==> src/rtl/conv_feed_ctrl.sv <==
// rtl/conv_feed_ctrl.sv - streams 3-row pixel columns from the image buffer into the conv datapath
// Defining FEED_CTRL_PERF_EN adds the stall_cnt output (cycles spent waiting on col_ready).
module conv_feed_ctrl #(
  parameter int DATA_WIDTH = 8,
  parameter int WIDTH      = 224,
  parameter int HEIGHT     = 224,
  parameter int SETTLE     = 5,
  parameter int ADDR_W     = 16
) (
  input  logic                    clk,
  input  logic                    rst,
  input  logic                    start,
  output logic                    rd_en,
  output logic [ADDR_W-1:0]       rd_addr_top,
  output logic [ADDR_W-1:0]       rd_addr_mid,
  output logic [ADDR_W-1:0]       rd_addr_bot,
  input  logic [3*DATA_WIDTH-1:0] rd_data_top,
  input  logic [3*DATA_WIDTH-1:0] rd_data_mid,
  input  logic [3*DATA_WIDTH-1:0] rd_data_bot,
  output logic                    load_weight,
  output logic                    col_valid,
  input  logic                    col_ready,
  output logic [3*DATA_WIDTH-1:0] input_col_r,
  output logic [3*DATA_WIDTH-1:0] input_col_g,
  output logic [3*DATA_WIDTH-1:0] input_col_b,
  input  logic                    done_in,
  output logic                    busy,
`ifdef FEED_CTRL_PERF_EN
  output logic                    done,
  output logic [31:0]             stall_cnt
);
`else
  output logic                    done
);
`endif

  localparam logic [2:0] S_IDLE   = 3'd0;
  localparam logic [2:0] S_LOADW  = 3'd1;
  localparam logic [2:0] S_SETTLE = 3'd2;
  localparam logic [2:0] S_FEED   = 3'd3;
  localparam logic [2:0] S_DRAIN  = 3'd4;
  localparam logic [2:0] S_WAITD  = 3'd5;
  localparam logic [2:0] S_DONE   = 3'd6;

  localparam int CW = $clog2(WIDTH + 1);
  localparam int RW = $clog2(HEIGHT + 1);
  localparam int SW = $clog2(SETTLE + 2);

  logic [2:0]    state;
  logic [CW-1:0] c_cnt;
  logic [RW-1:0] r_cnt;
  logic [SW-1:0] settle_cnt;
  logic          pending;
  logic          advance;
  logic          feeding;
  logic          last_col;
  logic          start_acc;

  assign advance     = !col_valid || col_ready;
  assign feeding     = (state == S_FEED) || (state == S_DRAIN);
  assign last_col    = (r_cnt == RW'(HEIGHT - 3)) && (c_cnt == CW'(WIDTH - 1));
  assign start_acc   = (state == S_IDLE) && start;
  // FEED is left on the final read, so while in FEED a column always remains
  assign rd_en       = (state == S_FEED) && advance;
  assign load_weight = (state == S_LOADW);
  assign done        = (state == S_DONE);
  assign busy        = (state != S_IDLE);

  always_ff @(posedge clk or posedge rst) begin
    if (rst) begin
      state      <= S_IDLE;
      settle_cnt <= '0;
    end else begin
      case (state)
        S_IDLE:   if (start) state <= S_LOADW;
        S_LOADW: begin
          settle_cnt <= '0;
          state      <= (SETTLE == 0) ? S_FEED : S_SETTLE;
        end
        S_SETTLE: begin
          if (settle_cnt == SW'(SETTLE - 1)) state <= S_FEED;
          else settle_cnt <= settle_cnt + 1'b1;
        end
        S_FEED:   if (rd_en && last_col) state <= S_DRAIN;
        S_DRAIN:  if (!pending && !col_valid) state <= S_WAITD;
        S_WAITD:  if (done_in) state <= S_DONE;
        S_DONE:   state <= S_IDLE;
        default:  state <= S_IDLE;
      endcase
    end
  end

  // Rows are contiguous, so r*WIDTH+c is a plain running address; the final read holds it in range
  always_ff @(posedge clk or posedge rst) begin
    if (rst) begin
      c_cnt       <= '0;
      r_cnt       <= '0;
      rd_addr_top <= '0;
      rd_addr_mid <= '0;
      rd_addr_bot <= '0;
    end else if (start_acc) begin
      c_cnt       <= '0;
      r_cnt       <= '0;
      rd_addr_top <= '0;
      rd_addr_mid <= ADDR_W'(WIDTH);
      rd_addr_bot <= ADDR_W'(2 * WIDTH);
    end else if (rd_en && !last_col) begin
      rd_addr_top <= rd_addr_top + 1'b1;
      rd_addr_mid <= rd_addr_mid + 1'b1;
      rd_addr_bot <= rd_addr_bot + 1'b1;
      if (c_cnt == CW'(WIDTH - 1)) begin
        c_cnt <= '0;
        r_cnt <= r_cnt + 1'b1;
      end else begin
        c_cnt <= c_cnt + 1'b1;
      end
    end
  end

  always_ff @(posedge clk or posedge rst) begin
    if (rst) begin
      pending     <= 1'b0;
      col_valid   <= 1'b0;
      input_col_r <= '0;
      input_col_g <= '0;
      input_col_b <= '0;
    end else if (feeding && advance) begin
      if (pending) begin
        input_col_r <= {rd_data_top[3*DATA_WIDTH-1 -: DATA_WIDTH],
                        rd_data_mid[3*DATA_WIDTH-1 -: DATA_WIDTH],
                        rd_data_bot[3*DATA_WIDTH-1 -: DATA_WIDTH]};
        input_col_g <= {rd_data_top[2*DATA_WIDTH-1 -: DATA_WIDTH],
                        rd_data_mid[2*DATA_WIDTH-1 -: DATA_WIDTH],
                        rd_data_bot[2*DATA_WIDTH-1 -: DATA_WIDTH]};
        input_col_b <= {rd_data_top[DATA_WIDTH-1:0],
                        rd_data_mid[DATA_WIDTH-1:0],
                        rd_data_bot[DATA_WIDTH-1:0]};
      end
      col_valid <= pending;
      pending   <= rd_en;
    end
  end

`ifdef FEED_CTRL_PERF_EN
  always_ff @(posedge clk or posedge rst) begin
    if (rst) begin
      stall_cnt <= '0;
    end else if (start_acc) begin
      stall_cnt <= '0;
    end else if (col_valid && !col_ready && (stall_cnt != 32'hFFFF_FFFF)) begin
      stall_cnt <= stall_cnt + 1'b1;
    end
  end
`endif

endmodule

==> config.mk <==
export PLATFORM = sky130hd
export DESIGN_NAME = conv_feed_ctrl
export DESIGN_NICKNAME = d
export VERILOG_FILES = /design/src/rtl/conv_feed_ctrl.sv
export SDC_FILE = /design/constraint.sdc
export NUM_CORES = 1
export LEC_CHECK = 0
export CORE_MARGIN = 2
export CORE_UTILIZATION = 51
export DETAILED_ROUTE_END_ITERATION = 7
export GPL_TIMING_DRIVEN = 1
export PLACE_DENSITY = 0.95
export REMOVE_ABC_BUFFERS = 1
export SLEW_MARGIN = 25
export SYNTH_ARGS = -nofsm -noshare
export SYNTH_HDL_FRONTEND = slang
export SYNTH_SLANG_ARGS = --single-unit
==> constraint.sdc <==
create_clock -name clk -period 13.5 [get_ports clk]
set_input_delay 2.7 -clock clk [delete_from_list [all_inputs] [get_ports clk]]
set_output_delay 2.7 -clock clk [all_outputs]
set_load 0.03 [all_outputs]
# Word level (Yosys, flattened, before mapping)
# Cells that the tools add are included.
op_classes:
  addsub: 6
  n_eq_ne: 15
  n_mux: 20
  reduce_logical: 21
op_table:
  columns: ["cell", "n"]
  rows:
  - ["$mux W16", 6]
  - ["$add A16 B1 Y16 const B", 3]
  - ["$mux W8", 6]
  - ["$mux W3", 6]
  - ["$pmux W3 S6", 1]
  - ["$add A8 B1 Y8 const B", 2]
  - ["$eq A8 B8 Y1 const B", 2]
  - ["$eq A3 B3 Y1 const B", 4]
  - ["$ne A2 B2 Y1 const B", 4]
  - ["$logic_and A1 B1 Y1", 7]
  - ["$eq A3 B2 Y1 const B", 2]
  - ["$pmux W3 S2", 1]
  - ["$reduce_and A2 Y1", 3]
  - ["$reduce_bool A2 Y1", 3]
  - ["$reduce_and A5 Y1", 1]
  - ["$ne A2 B1 Y1 const B", 2]
  - ["$add A3 B1 Y3 const B", 1]
  - ["$eq A3 B1 Y1 const B", 1]
  - ["$logic_not A1 Y1", 3]
  - ["$logic_not A3 Y1", 1]
  - ["$reduce_bool A3 Y1", 1]
  - ["$logic_or A1 B1 Y1", 2]
totals:
  ff_bits: 144
  in_bits: 77
  output_inout_bits: 125
  wordCells: 74

# Longest topological paths before layout
# Gate-level depths: netlist of the first run.
logic_depth:
  depth_word: 6
  mapped_depth: 8
  ltp_nobuf: 6

# Least setup slack after synthesis of the first run
# OpenSTA, ideal clock, no wires.
synth_path:
  kind: "in2out"
  startpoint: "in col_ready"
  endpoint: "out rd_en"
  arrival_ps: 3567
  required_ps: 10800
  path_slack_ps: 7233
  cell_stages: 4
  n_path_buf: 1
  path_cell_list: "nand2b_1 -> nand3_1 -> inv_2 -> buf_1"
synth_between:
  elab_chain_cells: 2
synth_lines:
  columns: ["item", "line_no", "source"]
  rows:
  - ["start, declared", "22", "input logic col_ready,"]
  - ["$logic_or A1 B1 Y1", "59", "assign advance = !col_valid || col_ready;"]
  - ["$logic_and A1 B1 Y1", "64", "assign rd_en = (state == S_FEED) && advance;"]
  - ["end, declared", "13", "output logic rd_en,"]
# No other way between the ends.

# Final worst setup path of the first run
# Same ends and word-level chain as after synthesis.

==> impl_metrics.csv, run 1 <==
group,metric,value,unit
clocking,post_cts_resized,0,
logic_synthesis,ys_async_sr_fraction,1.00,
logic_synthesis,synth-edff-count,0,
min_path,hold_path_class,"flip-flop to flip-flop",
floorplanning,initial_core_util,0.516,
worst_setup_path,criticalPathCategory,"primary input to primary output",
cells_and_area,n_fill_cell,849,
sta,rsz0062_at_grt,"false",
clocking,h-tree-depth,4,
clocking,hold_buffers,0,
logic_synthesis,synth_seq_cells,144,
worst_setup_path,cp_slowest_cell,"clkdlybuf4s50_1",
sta,hold_viol_final,0,
cells_and_area,antenna_cells,0,
worst_setup_path,required,10.80,ns
floorplanning,dieArea,0.0142,sq mm
clocking,clock_path_buffers,2,
placement,dpl.cell_count,950,
worst_setup_path,path_max_fanout,24,
drt,first_pass_iters,5,
drt,dr_total_vias,5800,
sta,period_share,0.627,
worst_setup_path,max_stage_delay,0.77,ns
floorplanning,die_x,119,um
clocking,clk-insertion-delay-late,0.42,ns
placement,placedInstanceArea,0.00892,sq mm
grt,overflow,0,
sta,setup-violations-final,0,
floorplanning,die_height,119,um
worst_setup_path,crit_arrival,5.76,ns
power,pwr-share-comb,0.291,
floorplanning,coreArea,0.0131,sq mm
logic_synthesis,ys_warn_count,0,
placement,portBuffers,201,
sta,maxSlewHeadroom,0.358,
sta,slew_viol_final,0,
logic_synthesis,synth_flop_cell,"dfrtp_1",
floorplanning,rows,42,
flow_run,max_cap_viol_count,0,
power,ir_worst_vdd,123,uV
drt,routed_wl,18.9,mm
logic_synthesis,syn_inst,601,
grt,grt_pass1_vias,5673,
placement,pre_cts_slack,5.18,ns
logic_synthesis,synth.distinct_cells,50,
clocking,cts.clk_slew.worst_paths,0.06,ns
placement,hpwl,12.7,mm
worst_setup_path,path_cells,"clkdlybuf4s50_1, nand2b_1, nand3_1, inv_2, clkdlybuf4s50_1",
sta,period_minus_slack,8.46,ns
sta,worst_pin_slew,0.954,ns
grt,antenna_found_initial,0,
cells_and_area,fin_nets,879,
worst_setup_path,cp_common_cell,"clkdlybuf4s50_1",
power,p_seq_frac,0.391,
placement,finalWeightedCongestion,0.865,
drt,vias_per_cell,5.90,
cells_and_area,synthToLayoutAreaGrowth,40.8,%
grt,grt_pass1_wl,29.7,mm
clocking,post_cts_buffers,0,
logic_synthesis,avgSynthCellArea,11.3,sq um
cells_and_area,fin_cells,983,
logic_synthesis,netlist_area,0.00678,sq mm
floorplanning,ios,202,
cells_and_area,drive_gt1_frac,0.0582,
power,p_sw_frac,0.340,
sta,skew,0.00556,ns
cells_and_area,finalInstanceArea,0.00955,sq mm
drt,drc,0,
power,report.power.total,1500,uW
clocking,cts_buffers,17,
sta,fin_tns_setup,0,ns
sta,setup_slack,5.04,ns
status,status,"finished, final reports clean",
power,switchingPower,512,uW
drt,antenna_left,0,
logic_synthesis,ys_seq_area_frac,0.531,
power,p_leak,0.00405,uW
grt,grt_max_degree,81,
power,power_density,157,mW/mm^2
sta,max_freq,118,MHz
power,p_int,993,uW
drt,wl_per_cell,19.2,um
grt,grtUsageTotal,0.265,
clocking,cts-root-buf,"clkbuf_16",
clocking,cts_tree,"done",
worst_setup_path,endpoint_kind,"primary output",
clocking,cts_sinks,144,
drt,drtIter0Drc,775,
power,clockPowerShare,0.318,
worst_setup_path,start_kind,"primary input",
[worst paths after layout]
| kind | startpoint | to | slack [ns] | cells past startpoint |
|---|---|---|---|---|
| setup / recovery | col_ready | rd_en | 5.04 | 5 |
| hold / removal | input_col_g[22] | input_col_g[22] | 0.49 | 1 |
| setup reg to reg | state[1] | c_cnt[3] | 10.45 | 5 |
| hold reg to reg | input_col_g[22] | input_col_g[22] | 0.49 | 1 |
| max in group asynchronous | rst | state[1] | 9.60 | 3 |
| min in group asynchronous | rst | input_col_r[5] | 2.77 | 2 |
[worst max-delay path: cells and delay by family]
kind | cells | cell delay [ns]
and+or+nand+nor | 2 | 1.22
buffers and inverters | 3 | 1.84
[metrics by stage]
stage / util / hold slack [ns]
finish: 0.727 / 0.490
global route: 0.727 / 0.503
CTS: 0.725 / 0.491
detailed placement: 0.679 / 0.476
global placement: 0.679 / 0.471
floorplan: - / 0.460
[cell usage after synthesis (all sizes together) (5+ instances only)]
cell / instances / share of area
nand2b: 7 / 0.0065
inv: 11 / 0.0061
o31ai: 17 / 0.019
dfrtp: 144 / 0.53
o21ai: 18 / 0.013
nand3: 32 / 0.024
a21oi: 24 / 0.018
and4: 14 / 0.018
ha: 8 / 0.015
or3: 8 / 0.0074
or4: 18 / 0.020
buf: 18 / 0.014
and2: 7 / 0.0065
mux2i: 32 / 0.047
and3: 11 / 0.010
clkbuf: 15 / 0.0083
nand4: 18 / 0.017
nor2: 24 / 0.013
nor3: 6 / 0.0044
nand2: 54 / 0.030
mux2: 72 / 0.12
a31oi: 5 / 0.0046
[cell usage in the layout, fill, tap and decap left out, types with 11 or more instances in the layout]
master	instances
clkdlybuf4s50_1	201
dfrtp_1	144
mux2_1	72
nand2_1	54
mux2i_1	32
nand3_1	31
nor2_1	24
a21oi_1	24
nand4_1	18
or4_1	17
o31ai_1	17
clkbuf_16	17
and4_1	14
and3_1	11
[logic make-up after synthesis]
kind of cell | Yosys count | synth area share
buf+inv | 44 | 0.0288
fa+ha+maj | 8 | 0.0148
mux | 104 | 0.167
compound gates | 86 | 0.0823
simple gates | 215 | 0.176
flops | 144 | 0.531
[power by group through the flow]
stage	Clock [uW]	Sequential, uW	Combinational (uW)
floorplan	0	689	137
global placement	0	585	420
detailed placement	0	590	435
CTS	485	585	438
global route	507	598	467
finish	479	588	437
[registers in the layout, indices dropped and copies added (netlist names)]
register and cells:
c_cnt 8, col_valid 1, input_col_b 24, input_col_g 24, input_col_r 24, pending 1, r_cnt 8, rd_addr_bot 16
rd_addr_mid 16, rd_addr_top 16, settle_cnt 3, state 3
[layer usage]
| metal | share of wire | vias up | wire [um] | global-route usage |
|---|---|---|---|---|
| met1 | 0.40 | 2821 | 7530 | 0.330 |
| met3 | 0.076 | 39 | 1440 | 0.0709 |
| li1 | - | 2630 | - | - |
| met5 | 0 | - | 0 | 0 |
| met4 | 0.018 | 0 | 343 | 0.0787 |
| met2 | 0.51 | 310 | 9550 | 0.455 |
[final cells by class]
| class | count | area (sq um) | area share |
|---|---|---|---|
| well taps | 176 | 220 | 0.0231 |
| inverters | 11 | 46.3 | 0.00485 |
| clock buffers | 18 | 439 | 0.0460 |
| clock inverters | 14 | 164 | 0.0172 |
| repair buffers | 207 | 2070 | 0.217 |
| flip-flops and latches | 144 | 3600 | 0.377 |
| multi-input cells | 413 | 3010 | 0.315 |
Note: power is estimated with default switching activity, not from simulation.
==> run 2, diff against run 1 <==
--- a/config.mk
+++ b/config.mk
@@ -6,10 +6,10 @@
 export NUM_CORES = 1
 export LEC_CHECK = 0
 export CORE_MARGIN = 2
-export CORE_UTILIZATION = 51
+export CORE_UTILIZATION = 43
 export DETAILED_ROUTE_END_ITERATION = 7
 export GPL_TIMING_DRIVEN = 1
-export PLACE_DENSITY = 0.95
+export PLACE_DENSITY = 0.88
 export REMOVE_ABC_BUFFERS = 1
 export SLEW_MARGIN = 25
 export SYNTH_ARGS = -nofsm -noshare
==> constraint.sdc (replaced) <==
create_clock -name clk -period 7.19 [get_ports clk]
set_input_delay 1.438 -clock clk [delete_from_list [all_inputs] [get_ports clk]]
set_output_delay 1.438 -clock clk [all_outputs]
set_load 0.03 [all_outputs]
==> run 2 against run 1 <==
- worst setup slack worse by 3.0 ns
- first-iteration DRC count is 36% lower
- largest cell class unchanged
- via count is 3.2% lower
- non-clock buffer count is 1 higher
- critical endpoint unchanged
- sequential power is 87% higher
- critical path depth stayed put
==> impl_metrics.csv, run 2 (same netlist as run 1, synthesis figures left out) <==
group,metric,value,unit
clocking,clk-insertion-delay-late,0.42,ns
placement,placedInstanceArea,0.00898,sq mm
sta,hold_viol_final,0,
worst_setup_path,start_kind,"primary input",
sta,rsz0062_at_grt,"false",
grt,grt_pass1_vias,5296,
cells_and_area,synthToLayoutAreaGrowth,41.1,%
worst_setup_path,crit_family,"buffers and inverters",
placement,finalWeightedCongestion,0.816,
clocking,cts_sinks,144,
sta,fin_tns_setup,0,ns
worst_setup_path,path_cells,"clkdlybuf4s50_1, nand2b_1, nand3_1, inv_2, clkdlybuf4s50_1",
drt,drc,0,
clocking,cts_tree,"done",
clocking,cts-root-buf,"clkbuf_16",
drt,antenna_left,0,
min_path,hold_path_class,"flip-flop to flip-flop",
sta,slew_viol_final,0,
clocking,cts.clk_slew.worst_paths,0.06,ns
sta,period_minus_slack,5.13,ns
sta,worst_pin_slew,0.910,ns
cells_and_area,fin_nets,880,
status,status,"finished, final reports clean",
grt,met2_usage,0.365,
power,p_int,1820,uW
sta,skew,0.00595,ns
worst_setup_path,max_stage_delay,0.74,ns
floorplanning,initial_core_util,0.443,
worst_setup_path,cp_slowest_cell,"clkdlybuf4s50_1",
cells_and_area,reg_top3,"input_col_b: 24 flops, input_col_g: 24 flops, input_col_r: 24 flops",
power,p_leak,0.00402,uW
cells_and_area,n_fill_cell,1165,
clocking,clock_path_buffers,2,
floorplanning,die_x,130,um
sta,period_share,0.713,
grt,grt_pass1_wl,28.2,mm
worst_setup_path,cp_common_cell,"clkdlybuf4s50_1",
worst_setup_path,endpoint_kind,"primary output",
cells_and_area,drive_gt1_frac,0.0557,
power,ir_worst_vdd,209,uV
floorplanning,die_height,130,um
drt,wl_per_cell,17.9,um
worst_setup_path,cp.buffers_inverters,3,
floorplanning,ios,202,
sta,maxSlewHeadroom,0.388,
cells_and_area,most-common-layout-cells,"201 x clkdlybuf4s50_1, 144 x dfrtp_1, 72 x mux2_1",
grt,met1_usage,0.262,
clocking,hold_buffers,0,
worst_setup_path,required,5.75,ns
worst_setup_path,path_max_fanout,18,
sta,setup-violations-final,0,
grt,grt_max_degree,89,
cells_and_area,antenna_cells,0,
floorplanning,rows,45,
cells_and_area,fin_cells,1019,
power,report.power.total,2770,uW
sta,hold_slack,0.482,ns
grt,overflow,0,
cells_and_area,finalInstanceArea,0.00957,sq mm
power,clockPowerShare,0.308,
power,switchingPower,946,uW
clocking,post_cts_resized,0,
clocking,h-tree-depth,4,
power,power_density,289,mW/mm^2
power,pwr-share-comb,0.294,
drt,routed_wl,18.2,mm
drt,first_pass_iters,5,
worst_setup_path,crit_arrival,3.69,ns
drt,vias_per_cell,5.51,
grt,use_met3,0.0640,
grt,antenna_found_initial,0,
power,p_sw_frac,0.342,
floorplanning,dieArea,0.0168,sq mm
sta,max_freq,195,MHz
cells_and_area,final_common_cell,"clkdlybuf4s50_1",
drt,drtIter0Drc,497,
placement,dpl.cell_count,986,
placement,portBuffers,201,
flow_run,max_cap_viol_count,0,
worst_setup_path,criticalPathCategory,"primary input to primary output",
placement,hpwl,12.9,mm
clocking,post_cts_buffers,0,
grt,grt_busiest_layer,"met2",
grt,grtUsageTotal,0.216,
power,p_seq_frac,0.398,
floorplanning,coreArea,0.0153,sq mm
clocking,cts_buffers,17,
drt,dr_total_vias,5615,
run 2: cell types whose count changed in the layout (fill, tap and decap cells not counted), sizes merged:
cell      delta
clkinv       -3
buf          +1
inv          -1
clkinvlp     +3
clkbuf       +2
bufinv       -1
run 2: layout make-up:
class                           count  area (sq um)  area share
Tap cell                          211           264      0.0276
Multi-Input combinational cell    413          3010       0.314
Inverter                           11          46.3     0.00484
Timing Repair Buffer              208          2080       0.217
Sequential cell                   144          3600       0.377
Clock inverter                     12           136      0.0143
Clock buffer                       20           437      0.0456
run 2: path summary, 6_finish.rpt:
path | from | endpoint | slack [ns] | depth (start not counted)
worst max-delay path | col_ready | rd_en | 2.06 | 5
max in group asynchronous | rst | input_col_r[22] | 4.38 | 3
worst min-delay path | rd_addr_mid[15] | rd_addr_mid[15] | 0.48 | 1
worst min register to register | rd_addr_mid[15] | rd_addr_mid[15] | 0.48 | 1
min in group asynchronous | rst | input_col_b[4] | 1.54 | 2
worst max register to register | state[0] | input_col_g[19] | 4.69 | 5
run 2: per-stage QoR:
stage / setup slack [ns] / utilization
2_1_floorplan: 1.89 / -
3_3_place_gp: 2.14 / 0.586
3_5_place_dp: 2.12 / 0.586
4_1_cts: 2.10 / 0.624
5_1_grt: 1.98 / 0.625
6_report: 2.06 / 0.625
run 2: power by group through the flow:
stage	Sequential, uW	Clock (uW)	Combinational, uW
floorplan	1290	0	257
global placement	1100	0	796
detailed placement	1110	0	815
CTS	1100	871	821
global route	1120	913	873
finish	1100	852	814
run 2: layer usage:
layer | up-vias | wire length, um | share of wire
met5 | - | 0 | 0
met4 | 0 | 383 | 0.021
met3 | 26 | 1490 | 0.082
met2 | 222 | 8950 | 0.49
met1 | 2734 | 7390 | 0.41
li1 | 2633 | - | -
==> run 3, diff against run 2 <==
--- a/config.mk
+++ b/config.mk
@@ -6,10 +6,10 @@
 export NUM_CORES = 1
 export LEC_CHECK = 0
 export CORE_MARGIN = 2
-export CORE_UTILIZATION = 43
+export CORE_UTILIZATION = 48
 export DETAILED_ROUTE_END_ITERATION = 7
 export GPL_TIMING_DRIVEN = 1
-export PLACE_DENSITY = 0.88
+export PLACE_DENSITY = 0.92
 export REMOVE_ABC_BUFFERS = 1
 export SLEW_MARGIN = 25
 export SYNTH_ARGS = -nofsm -noshare
==> constraint.sdc (replaced) <==
create_clock -name clk -period 5.3 [get_ports clk]
set_input_delay 1.06 -clock clk [delete_from_list [all_inputs] [get_ports clk]]
set_output_delay 1.06 -clock clk [all_outputs]
set_load 0.03 [all_outputs]
==> run 3 against run 2 <==
- flip-flop and latch count unchanged
- worst setup slack worse by 0.90 ns
- sequential power up 35%
- core utilization is 6.2 points higher
- highest routed layer unchanged
- critical path depth unchanged
- clock skew grew 0.0021 ns
- via count is 1.2% higher
- count of clock-buffer cells in the layout decreased by 2
- combinational power rose by 35%
- hold slack barely moved
- global-route usage is 3.8 points higher
==> impl_metrics.csv, run 3 (same netlist as run 1, synthesis figures left out) <==
group,metric,value,unit
floorplanning,coreArea,0.0138,sq mm
placement,finalWeightedCongestion,0.855,
status,status,"finished, final reports clean",
clocking,post_cts_resized,0,
drt,vias_per_cell,5.74,
sta,max_freq,242,MHz
drt,drc,0,
drt,wl_met3,1.42,mm
sta,worst_pin_slew,1.01,ns
worst_setup_path,endpoint_kind,"primary output",
floorplanning,ios,202,
clocking,cts_buffers,17,
sta,setup_slack,1.16,ns
clocking,cts_sinks,144,
sta,maxSlewHeadroom,0.330,
sta,period_share,0.781,
floorplanning,rows,43,
worst_setup_path,path_max_fanout,18,
cells_and_area,finalInstanceArea,0.00949,sq mm
clocking,clock_path_buffers,2,
sta,slew_viol_final,0,
drt,dr_total_vias,5683,
cells_and_area,n_fill_cell,951,
clocking,cts_tree,"done",
power,ir_worst_vdd,235,uV
drt,drtIter0Drc,462,
drt,antenna_left,0,
grt,grt_max_degree,76,
drt,wl_met1,7.74,mm
sta,hold_viol_final,0,
placement,placedInstanceArea,0.00895,sq mm
clocking,cts.clk_slew.worst_paths,0.06,ns
clocking,hold_buffers,0,
floorplanning,initial_core_util,0.491,
clocking,cts-root-buf,"clkbuf_16",
placement,hpwl,13.4,mm
drt,first_pass_iters,5,
grt,antenna_found_initial,0,
grt,grt_pass1_wl,29.3,mm
floorplanning,die_x,123,um
cells_and_area,fin_cells,990,
drt,met2_length,9.22,mm
drt,wl_per_cell,19.1,um
worst_setup_path,required,4.24,ns
cells_and_area,drive_gt1_frac,0.0617,
cells_and_area,fin_nets,882,
power,p_leak,0.00402,uW
drt,top_layer,"met4",
clocking,post_cts_buffers,0,
cells_and_area,most-common-layout-cells,"201 x clkdlybuf4s50_1, 144 x dfrtp_1, 72 x mux2_1",
floorplanning,dieArea,0.0151,sq mm
sta,rsz0062_at_grt,"false",
floorplanning,die_height,123,um
grt,grtUsageTotal,0.253,
drt,routed_wl,18.9,mm
sta,period_minus_slack,4.14,ns
min_path,hold_path_class,"flip-flop to flip-flop",
clocking,clk-insertion-delay-late,0.42,ns
worst_setup_path,crit_arrival,3.08,ns
power,power_density,387,mW/mm^2
worst_setup_path,criticalPathCategory,"primary input to primary output",
cells_and_area,antenna_cells,0,
cells_and_area,seq_area,0.00360,sq mm
flow_run,max_cap_viol_count,0,
sta,fin_tns_setup,0,ns
cells_and_area,reg_top3,"input_col_b: 24 flops, input_col_g: 24 flops, input_col_r: 24 flops",
placement,pre_cts_slack,1.19,ns
cells_and_area,multi_input_area,0.00301,sq mm
sta,skew,0.00810,ns
clocking,h-tree-depth,4,
sta,setup-violations-final,0,
placement,portBuffers,201,
worst_setup_path,start_kind,"primary input",
grt,overflow,0,
placement,dpl.cell_count,957,
cells_and_area,synthToLayoutAreaGrowth,40.0,%
cells_and_area,final_common_cell,"clkdlybuf4s50_1",
grt,grt_pass1_vias,5555,
-- run 3: cell count changes in the layout (fill, tap and decap cells not counted), sizes merged --
cell and delta:
clkinv +7, buf +2, bufinv -2, clkbuf -2, clkinvlp -2, inv -1
-- run 3: layer usage --
layer	up-vias	GRT usage
met5	-	0
met4	0	0.119
met3	35	0.0669
met2	216	0.418
met1	2809	0.309
li1	2623	-
-- run 3: cell type report --
type	count	area share
repair buffers	210	0.219
clock inverters	14	0.0100
inverters	11	0.00488
clock buffers	18	0.0463
multi-input cells	413	0.317
flip-flops and latches	144	0.380
well taps	180	0.0237
-- run 3: worst paths after layout --
| path | slack (ns) | cells after the start | endpoint | start |
|---|---|---|---|---|
| setup / recovery | 1.16 | 5 | rd_en | col_ready |
| hold / removal | 0.48 | 1 | rd_addr_mid[15] | rd_addr_mid[15] |
| setup reg to reg | 2.37 | 4 | input_col_r[2] | state[0] |
| hold reg to reg | 0.48 | 1 | rd_addr_mid[15] | rd_addr_mid[15] |
| max in group asynchronous | 3.14 | 3 | input_col_g[14] | rst |
| min in group asynchronous | 1.11 | 2 | input_col_b[5] | rst |
-- run 3: report_power, final --
part / internal, uW / switching (uW)
registers: 1290 / 205
logic: 490 / 613
clock network: 606 / 470
total: 2380 / 1290
-- run 3: critical path, stage by stage --
cell	delay [ns]
clkdlybuf4s50_1	0.49
nand2b_1	0.31
nand3_1	0.16
inv_2	0.32
clkdlybuf4s50_1	0.74
-- run 3: through the flow --
| step | utilization | total power (uW) | hold WS (ns) |
|---|---|---|---|
| 6_report | 0.687 | 3670 | 0.482 |
| 5_1_grt | 0.687 | 3850 | 0.502 |
| 4_1_cts | 0.686 | 3690 | 0.487 |
| 3_5_place_dp | 0.647 | 2610 | 0.476 |
| 3_3_place_gp | 0.647 | 2560 | 0.466 |
| 2_1_floorplan | - | 2110 | 0.460 |
